## src/rtl/cnn_quant_pkg.sv

```systemverilog
// Shared types and limits for the layer requantization path.
// sat_q8 folds a wide signed value into the int8 range.
package cnn_quant_pkg;

  localparam int SHIFT_MAX = 31;
  localparam int INT8_MIN  = -128;
  localparam int INT8_MAX  = 127;
  localparam int Q_ACC_W   = 32;

  typedef logic signed [Q_ACC_W-1:0] acc_t;
  typedef logic signed [7:0]         shift_t;
  typedef logic signed [7:0]         q8_t;

  function automatic q8_t sat_q8(input logic signed [63:0] v);
    q8_t res;
    if (v > 64'(INT8_MAX)) begin
      res = q8_t'(INT8_MAX);
    end else if (v < 64'(INT8_MIN)) begin
      res = q8_t'(INT8_MIN);
    end else begin
      res = v[7:0];
    end
    return res;
  endfunction

endpackage

```

## src/rtl/requant_sat.sv

```systemverilog
// Combinational requantizer: signed shift with round-half-up on right shifts,
// optional ReLU, then int8 saturation. Shift magnitudes clamp to SHIFT_MAX.
module requant_sat
  import cnn_quant_pkg::*;
(
  input  acc_t   acc,
  input  shift_t shift,
  input  logic   relu_en,
  output q8_t    q
);

  logic [8:0]         s9_s;
  logic [8:0]         mag_s;
  logic [4:0]         amt_s;
  logic signed [32:0] rnd_s;
  logic signed [32:0] sum_s;
  logic signed [32:0] quo_s;
  logic signed [63:0] r_s;
  logic signed [63:0] rr_s;

  // shift/round, ReLU and saturate; right shifts use one guard bit so the rounding add cannot overflow
  always_comb begin
    s9_s  = {shift[7], shift};
    mag_s = s9_s[8] ? (~s9_s + 9'd1) : s9_s;
    amt_s = (mag_s > 9'(SHIFT_MAX)) ? 5'(SHIFT_MAX) : mag_s[4:0];
    rnd_s = 33'sd0;
    sum_s = 33'sd0;
    quo_s = 33'sd0;
    if (s9_s[8]) begin
      r_s = {{32{acc[31]}}, acc} <<< amt_s;
    end else if (mag_s != 9'd0) begin
      rnd_s = 33'sd1 <<< (amt_s - 5'd1);
      sum_s = {acc[31], acc} + rnd_s;
      quo_s = sum_s >>> amt_s;
      r_s   = {{31{quo_s[32]}}, quo_s};
    end else begin
      r_s = {{32{acc[31]}}, acc};
    end
    rr_s = (relu_en && r_s[63]) ? 64'sd0 : r_s;
    q    = sat_q8(rr_s);
  end

endmodule

```

## src/rtl/requant_shift_stage_dp3.sv

```systemverilog
// Layer-3 requantization stage: channel counter drives the shift ROM, a capture
// stage samples acc+shift, and an output stage holds the int8 result on valid/ready.
module requant_shift_stage_dp3
  import cnn_quant_pkg::*;
#(
  parameter int NUM_CH  = 128,
  parameter int CH_W    = 7,
  parameter int ACC_W   = 32,
  parameter int OUT_W   = 8,
  parameter bit RELU_EN = 1'b1
) (
  input  logic                    clk,
  input  logic                    rst,
  input  logic                    ch_clear,
  input  logic                    in_valid,
  output logic                    in_ready,
  input  logic signed [ACC_W-1:0] in_acc,
  output logic [CH_W-1:0]         rom_addr,
  input  logic [7:0]              rom_data,
  output logic                    out_valid,
  input  logic                    out_ready,
  output logic [OUT_W-1:0]        out_data,
  output logic [CH_W-1:0]         out_ch,
  output logic                    out_last
);

  localparam logic [CH_W-1:0] LAST_CH = CH_W'(NUM_CH - 1);

  logic            en_s;
  logic            accept_s;
  logic [CH_W-1:0] addr_s;
  logic [CH_W-1:0] ch_cnt_r;
  logic            v1_r;
  acc_t            acc1_r;
  shift_t          sh1_r;
  logic [CH_W-1:0] ch1_r;
  q8_t             q_s;

  // a clear on the same cycle as a beat tags that beat as channel 0
  assign en_s     = ~out_valid | out_ready;
  assign in_ready = en_s;
  assign accept_s = in_valid & en_s;
  assign addr_s   = ch_clear ? '0 : ch_cnt_r;
  assign rom_addr = addr_s;

  requant_sat u_sat (
    .acc     (acc1_r),
    .shift   (sh1_r),
    .relu_en (RELU_EN),
    .q       (q_s)
  );

  // channel counter: advances per accepted beat, wraps at the last channel
  always_ff @(posedge clk) begin
    if (rst) begin
      ch_cnt_r <= '0;
    end else if (accept_s) begin
      ch_cnt_r <= (addr_s == LAST_CH) ? '0 : addr_s + CH_W'(1);
    end else if (ch_clear) begin
      ch_cnt_r <= '0;
    end else begin
      ch_cnt_r <= ch_cnt_r;
    end
  end

  // two-stage pipeline advancing only on the global enable
  always_ff @(posedge clk) begin
    if (rst) begin
      v1_r      <= 1'b0;
      acc1_r    <= '0;
      sh1_r     <= '0;
      ch1_r     <= '0;
      out_valid <= 1'b0;
      out_data  <= '0;
      out_ch    <= '0;
      out_last  <= 1'b0;
    end else if (en_s) begin
      v1_r      <= in_valid;
      out_valid <= v1_r;
      if (accept_s) begin
        acc1_r <= in_acc;
        sh1_r  <= rom_data;
        ch1_r  <= addr_s;
      end
      if (v1_r) begin
        out_data <= q_s;
        out_ch   <= ch1_r;
        out_last <= (ch1_r == LAST_CH);
      end
    end
  end

endmodule
```

## config.mk

```make
export PLATFORM = sky130hd
export DESIGN_NAME = requant_shift_stage_dp3
export DESIGN_NICKNAME = d
export VERILOG_FILES = /design/src/rtl/cnn_quant_pkg.sv /design/src/rtl/requant_sat.sv /design/src/rtl/requant_shift_stage_dp3.sv
export SDC_FILE = /design/constraint.sdc
export NUM_CORES = 1
export LEC_CHECK = 0
export ABC_AREA = 1
export BUFFER_PORTS_ARGS = -buffer_cell sky130_fd_sc_hd__buf_2
export CAP_MARGIN = 25
export CELL_PAD_IN_SITES_DETAIL_PLACEMENT = 0
export CELL_PAD_IN_SITES_GLOBAL_PLACEMENT = 1
export CORE_ASPECT_RATIO = 0.8
export CORE_MARGIN = 8
export CORE_UTILIZATION = 46
export DETAILED_ROUTE_END_ITERATION = 8
export PLACE_DENSITY = 0.9
export SKIP_LAST_GASP = 1
export SYNTH_ARGS = -nofsm -noshare
export SYNTH_HDL_FRONTEND = slang
export SYNTH_HIERARCHICAL = 1
export SYNTH_SLANG_ARGS = --single-unit
```

## constraint.sdc

```tcl
create_clock -name clk -period 11 [get_ports clk]
set_input_delay 1.1 -clock clk [delete_from_list [all_inputs] [get_ports clk]]
set_output_delay 1.1 -clock clk [all_outputs]
set_load 0.1 [all_outputs]
```

==> metrics, run 1 <==
# port buffers=just under 70; Seq pwr share=between 10% and 20%; Die Wd=a little under 200 um; die height=between 150 and 200 um; Most Frequent Cell on Critical Path=nand2_1; Psw=roughly 1000 uW; Sw Share=about 57%; first-pass GRT wire length=77,500 um; part of the Yosys area used for sequential elements=12.4%; Synth Area in Compound Gates=under 10%; VDD IR max=142 uV; ys flop type=dfxtp_1; Combinational Power Share=between 60% and 70%; synthesized area=~12,000 um2; CTS sink cnt=72; Synth Register Bits=just over 70; vias in the first global route=roughly 14,000; # hold bufs at CTS=0; CTS tree=done; RSZ-0062 raised after global routing=false; Syn Inst Count=approximately 2,300; CP top delay family=simple AND/OR/NAND/NOR gates; DRT iter0 DRCs=roughly 2,300; clk_lat worst skew=roughly 0.34 ns; main combinational cell family by area after synthesis=simple AND/OR/NAND/NOR gates; Final setup violation count=0; DRC viols=0; total die area=between 30,000 and 40,000 um2; Max clock buf depth=2; Root Buffer=clkbuf_16; largest area contributor in the netlist=nand2_1; min cycle time layout=8.67 ns; top post-synthesis cells by area=nand2_1 (25%), nand3_1 (20%), dfxtp_1 (12%); Sum Neg Setup Slack=0 ns; final cycle utilization of the critical path=between 70% and 80%; Post-Synth Simple-Gate Area=between 60% and 70%; top-area cell type share of the netlist area=between 20 and 25%; DRT Wirelength=50,300 um; Yosys cell types=54; initial core utilization=a little under half; cts bufs inserted=9; vias=roughly 15,000; Worst Clk Skew=roughly 0.012 ns; ratio of cells with drive above 1 in the final layout=roughly 6.5%; Area Growth Syn to Fin=5.17%; critical path data arrival time=between 8 and 9 ns; ys async rst share=0%; Pint=783 uW; GR Overflow Total=0; DRT Pass-1 Iters=7; synthesized area per cell=approximately 5.1 um2; Worst R2R Path Depth=44; ANT nets after route=0; Clk pwr share=around 17%; vias per inst=about 5.9; Max Cap Violations=0; slowest cell delay on critical path=between 0.8 and 0.9 ns; WS Path Type=flip-flop to flip-flop; H-tree Lvls=3; Synth Warn #=6; Stages on worst setup path=44; Final Hold Viols=0; RePlAce Congestion=1.05; most frequent cells after synthesis=nand2_1 (760), nand3_1 (474), nor2_1 (268); DP Wirelength=between 30,000 and 40,000 um; most common cell in the netlist=nand2_1; Pleak=between 0.006 and 0.007 uW; CP required=between 10 and 15 ns; IO Count=70; Worst Hold Class=flip-flop to flip-flop; slowest CP cell=clkinv_1; initial antenna violation count=1; Power Density=~150 nW/um2; Post-synth EDFFs=0; crit start category=flip-flop; Util after Layout=~49%; PostCTS Resize Cnt=0; largest net degree at the start of global routing=84; CP Buf/Inv Count=7; Post-CTS Setup Bufs=0; status=complete, no violations; Hold Path Cell Cnt=2; worst slew pin tran=1.02 ns; crit path max fanout=36; post-synthesis xor/xnor area fraction=between 1 and 1.5%; adder-cell share of the synthesized area=between 3 and 4%; dpl ws=approximately 2.6 ns; setup ws final=around 2.3 ns; mux cell area share after synthesis=0.259%; Max Transition Viols Final=0; achievable clock frequency=around 120 MHz; Routed WL per cell=~20 um; max_slew headroom=a little under a third; Clk pin slew, worst setup/hold paths=approximately 0.07 ns; row count=52; Core Area=between 20,000 and 30,000 um2; overall routing resource usage=~32%; nets=about 2,300; CP endpoint kind=flip-flop
## metrics by stage
step | power, uW | instance area (um2) | hold WS (ns) | cells
after floorplan | 1160 | 11600 | 0.443 | 2276
after global placement | 1440 | 11800 | 0.452 | 2561
after detailed placement | 1440 | 11800 | 0.467 | 2561
after CTS | 1740 | 12100 | 0.476 | 2577
after global routing | 1930 | 12200 | 0.505 | 2579
final | 1800 | 12200 | 0.478 | 2580
## cell type report
cell class | instances | area [um2]
Tap cell | 324 | 405
Inverter | 225 | 851
Sequential cell | 72 | 1440
Antenna cell | 1 | 2.50
Fill cell | 2774 | 12900
Clock buffer | 9 | 225
Timing Repair Buffer | 86 | 505
Multi-Input combinational cell | 1856 | 8680
Clock inverter | 7 | 77.6
## state kept, by name (all words and copies together), names as in the netlist
name,cells
out_valid,1
ch1_r,7
v1_r,1
out_last,1
acc1_r,32
out_ch,7
ch_cnt_r,7
out_data,8
sh1_r,8
## power by group through the flow
stage / clock network [uW] / logic [uW] / registers, uW
2_1_floorplan: 0 / 837 / 328
3_3_place_gp: 0 / 1130 / 317
3_5_place_dp: 0 / 1130 / 317
4_1_cts: 303 / 1130 / 311
5_1_grt: 315 / 1300 / 314
6_report: 300 / 1190 / 314
## worst paths after layout
check,startpoint,endpoint,slack [ns]
setup / recovery,sh1_r[0],out_data[2],2.33
hold / removal,out_ch[2],out_ch[2],0.48
setup reg to reg,sh1_r[0],out_data[2],2.33
hold reg to reg,out_ch[2],out_ch[2],0.48
## cell families after synthesis
kind of cell | Yosys count
xor+xnor | 15
other cells | 1
compound gates | 195
buf+inv | 348
flops | 72
simple gates | 1606
fa+ha+maj | 35
mux | 3
## worst min-delay path: cells and delay by family, from the launching register on
kind	cells	cell delay, ns
simple gates	2	0.12
flops	1	0.32
## cell usage in the layout (no fill, tap or decap), drive strengths merged, types with 2 or more instances in the layout
master,count
o22ai,2
clkbuf,9
nor4,4
xor2,11
o21ai,97
nand3,477
and2,3
o211ai,8
a21oi,74
buf,86
inv,222
ha,34
nor3b,2
nand3b,8
xnor2,4
a31oi,5
nand2,772
nor2,277
dfxtp,72
a211oi,2
nor3,10
conb,2
clkinv,8
mux2i,3
o2111ai,2
nand4,52
## routing by layer
layer	global-route usage (%)	up-vias	share of wire (%)
met5	1.51	-	0.11
met4	9.33	2	2.9
met3	12.2	104	15
met2	43.2	902	36
met1	45.5	6818	46
li1	-	7344	-
Note: power is estimated with default switching activity, not from simulation.
==> run 2: changes to the inputs <==
CORE_UTILIZATION = 38   (was 46)
PLACE_DENSITY = 0.8   (was 0.9)
clock period = 7.9 ns   (was 11 ns; I/O delays follow)
==> run 2 against run 1 <==
Effect of this change: first-iteration DRC count down 1.1%; power up 39%; maximum frequency up 20%; sequential share of layout area down 0.16 points; cell area up 1.4%; global-route usage down 4.3 points; critical path type unchanged; combinational power up 40%; hold slack worse by 0.0061 ns; via count up 0.35%; largest cell class unchanged.
==> metrics, run 2 (synthesis results as in run 1) <==
status=complete, no violations; final cycle utilization of the critical path=just over 90%; area of placed instances=around 12,000 um2; ratio of cells with drive above 1 in the final layout=about 6.9%; min cycle time layout=between 7 and 8 ns; reg2reg setup slack=approximately 0.67 ns; Sum Neg Setup Slack=0 ns; largest net degree at the start of global routing=79; Area Growth Syn to Fin=6.64%; crit start category=flip-flop; Pwr Total=2510 uW; CP required=slightly above 8 ns; vias=15,200; Post-CTS Setup Bufs=0; cts bufs inserted=9; Core Area=approximately 30,000 um2; leading cell type in the layout, fill and taps excluded=nand2_1; CP Buf/Inv Count=8; Worst Hold Class=flip-flop to flip-flop; Worst R2R Path Depth=42; vias in the first global route=about 14,000; Stages on worst setup path=42; slowest cell delay on critical path=just over 0.5 ns; commonest non-fill, non-tap cells in the layout=nand2_1 (760), nand3_1 (474), nor2_1 (267); ANT nets after route=0; Final Hold Viols=0; row count=57; reg2reg start=sh1_r[0]; crit path max fanout=34; Clk pin slew, worst setup/hold paths=about 0.060 ns; IO Count=70; critical path data arrival time=approximately 7.5 ns; Util after Layout=between 40% and 50%; DRT Pass-1 Iters=6; slowest CP cell=dfxtp_1; GR Overflow Total=0; H-tree Lvls=3; first-pass GRT wire length=between 70,000 and 80,000 um; fin area=between 10,000 and 15,000 um2; initial core utilization=about two fifths; Max Transition Viols Final=0; CTS tree=done; nets=2,341; CP top delay family=simple AND/OR/NAND/NOR gates; Root Buffer=clkbuf_16; Top reg by flops=acc1_r; clk_lat worst skew=~0.33 ns; vias per inst=between 5 and 6; DRT iter0 DRCs=approximately 2,300; Power Density=between 200 and 250 nW/um2; total die area=between 30,000 and 40,000 um2; Max Cap Violations=0; DP Wirelength=approximately 40,000 um; Pleak=0.00649 uW; CTS sink cnt=72; max reg flops=32; Worst Setup SP=sh1_r[0]; die height=approximately 170 um; reg-to-reg critical path endpoint=out_data[4]; VDD IR max=roughly 210 uV; achievable clock frequency=138 MHz; Final setup violation count=0; max_slew headroom=43.8%; worst slew pin tran=around 0.84 ns; Max clock buf depth=2; DRT Wirelength=around 52,000 um; n_diodes=0; top flop regs=acc1_r x32, out_data x8, sh1_r x8; RePlAce Congestion=slightly below 1; Worst Clk Skew=approximately 0.0076 ns; Die Wd=approximately 210 um; WS Path Type=flip-flop to flip-flop; RSZ-0062 raised after global routing=false; DRC viols=0; CP endpoint kind=flip-flop; # port buffers=69; initial antenna violation count=0; Most Frequent Cell on Critical Path=nand2_1; Routed WL per cell=19.4 um; overall routing resource usage=between 20% and 30%; Setup crit end=out_data[4]
==> run 2: changes by cell type in the layout (fill, tap and decap cells not counted) <==
cell | previous run | this run
buf_4 | 15 | 26
inv_8 | 0 | 1
nor2_1 | 268 | 267
diode_2 | 1 | 0
buf_16 | 1 | 0
nor2_2 | 5 | 6
clkinvlp_4 | 1 | 2
inv_6 | 4 | 1
nor2_4 | 2 | 3
==> run 2: timing repair <==
action	CTS	global route
endpoints found under the setup margin	0	4
resized for setup	0	1
hold buffers	0	0
hold endpoints to repair	0	0
==> run 2: layout make-up <==
cell class	instances	area, um2
Multi-Input combinational cell	1857	8690
Clock buffer	9	225
Inverter	225	851
Tap cell	413	517
Fill cell	3471	17800
Clock inverter	6	70.1
Timing Repair Buffer	96	561
Sequential cell	72	1440
==> run 2: power breakdown <==
group | internal, uW | total (uW) | switching (uW)
logic | 462 | 1670 | 1200
registers | 388 | 439 | 51.4
clock network | 245 | 402 | 158
==> run 2: worst min path at each step <==
stage / startpoint / endpoint / slack (ns) / cells after the start
after floorplan: v1_r / v1_r / 0.44 / 2
after global placement: v1_r / v1_r / 0.45 / 2
after detailed placement: v1_r / v1_r / 0.46 / 2
after CTS: v1_r / v1_r / 0.47 / 2
after global routing: ch1_r[1] / ch1_r[1] / 0.50 / 2
final: v1_r / v1_r / 0.47 / 2
==> run 2: routing by layer <==
layer | GRT usage, % | up-vias | wire [um]
met4 | 7.17 | 0 | 1330
met3 | 6.49 | 82 | 6720
li1 | - | 7366 | -
met5 | 0 | - | 0
met1 | 41.3 | 6891 | 23900
met2 | 38.8 | 884 | 20000
==> run 2: through the flow <==
stage | instances | setup WS (ns) | hold WS (ns)
finish | 2678 | 0.671 | 0.472
global route | 2678 | 0.181 | 0.498
CTS | 2676 | 0.740 | 0.471
detailed placement | 2661 | 0.799 | 0.463
global placement | 2661 | 0.981 | 0.453
floorplan | 2276 | 2.18 | 0.443
==> run 2: worst register-to-register path: cells and delay by family (launching register included) <==
family / cells / cell delay, ns
simple gates: 30 / 4.26
flops: 1 / 0.51
fa+ha+maj: 2 / 0.68
compound gates: 2 / 0.21
buf+inv: 8 / 1.49
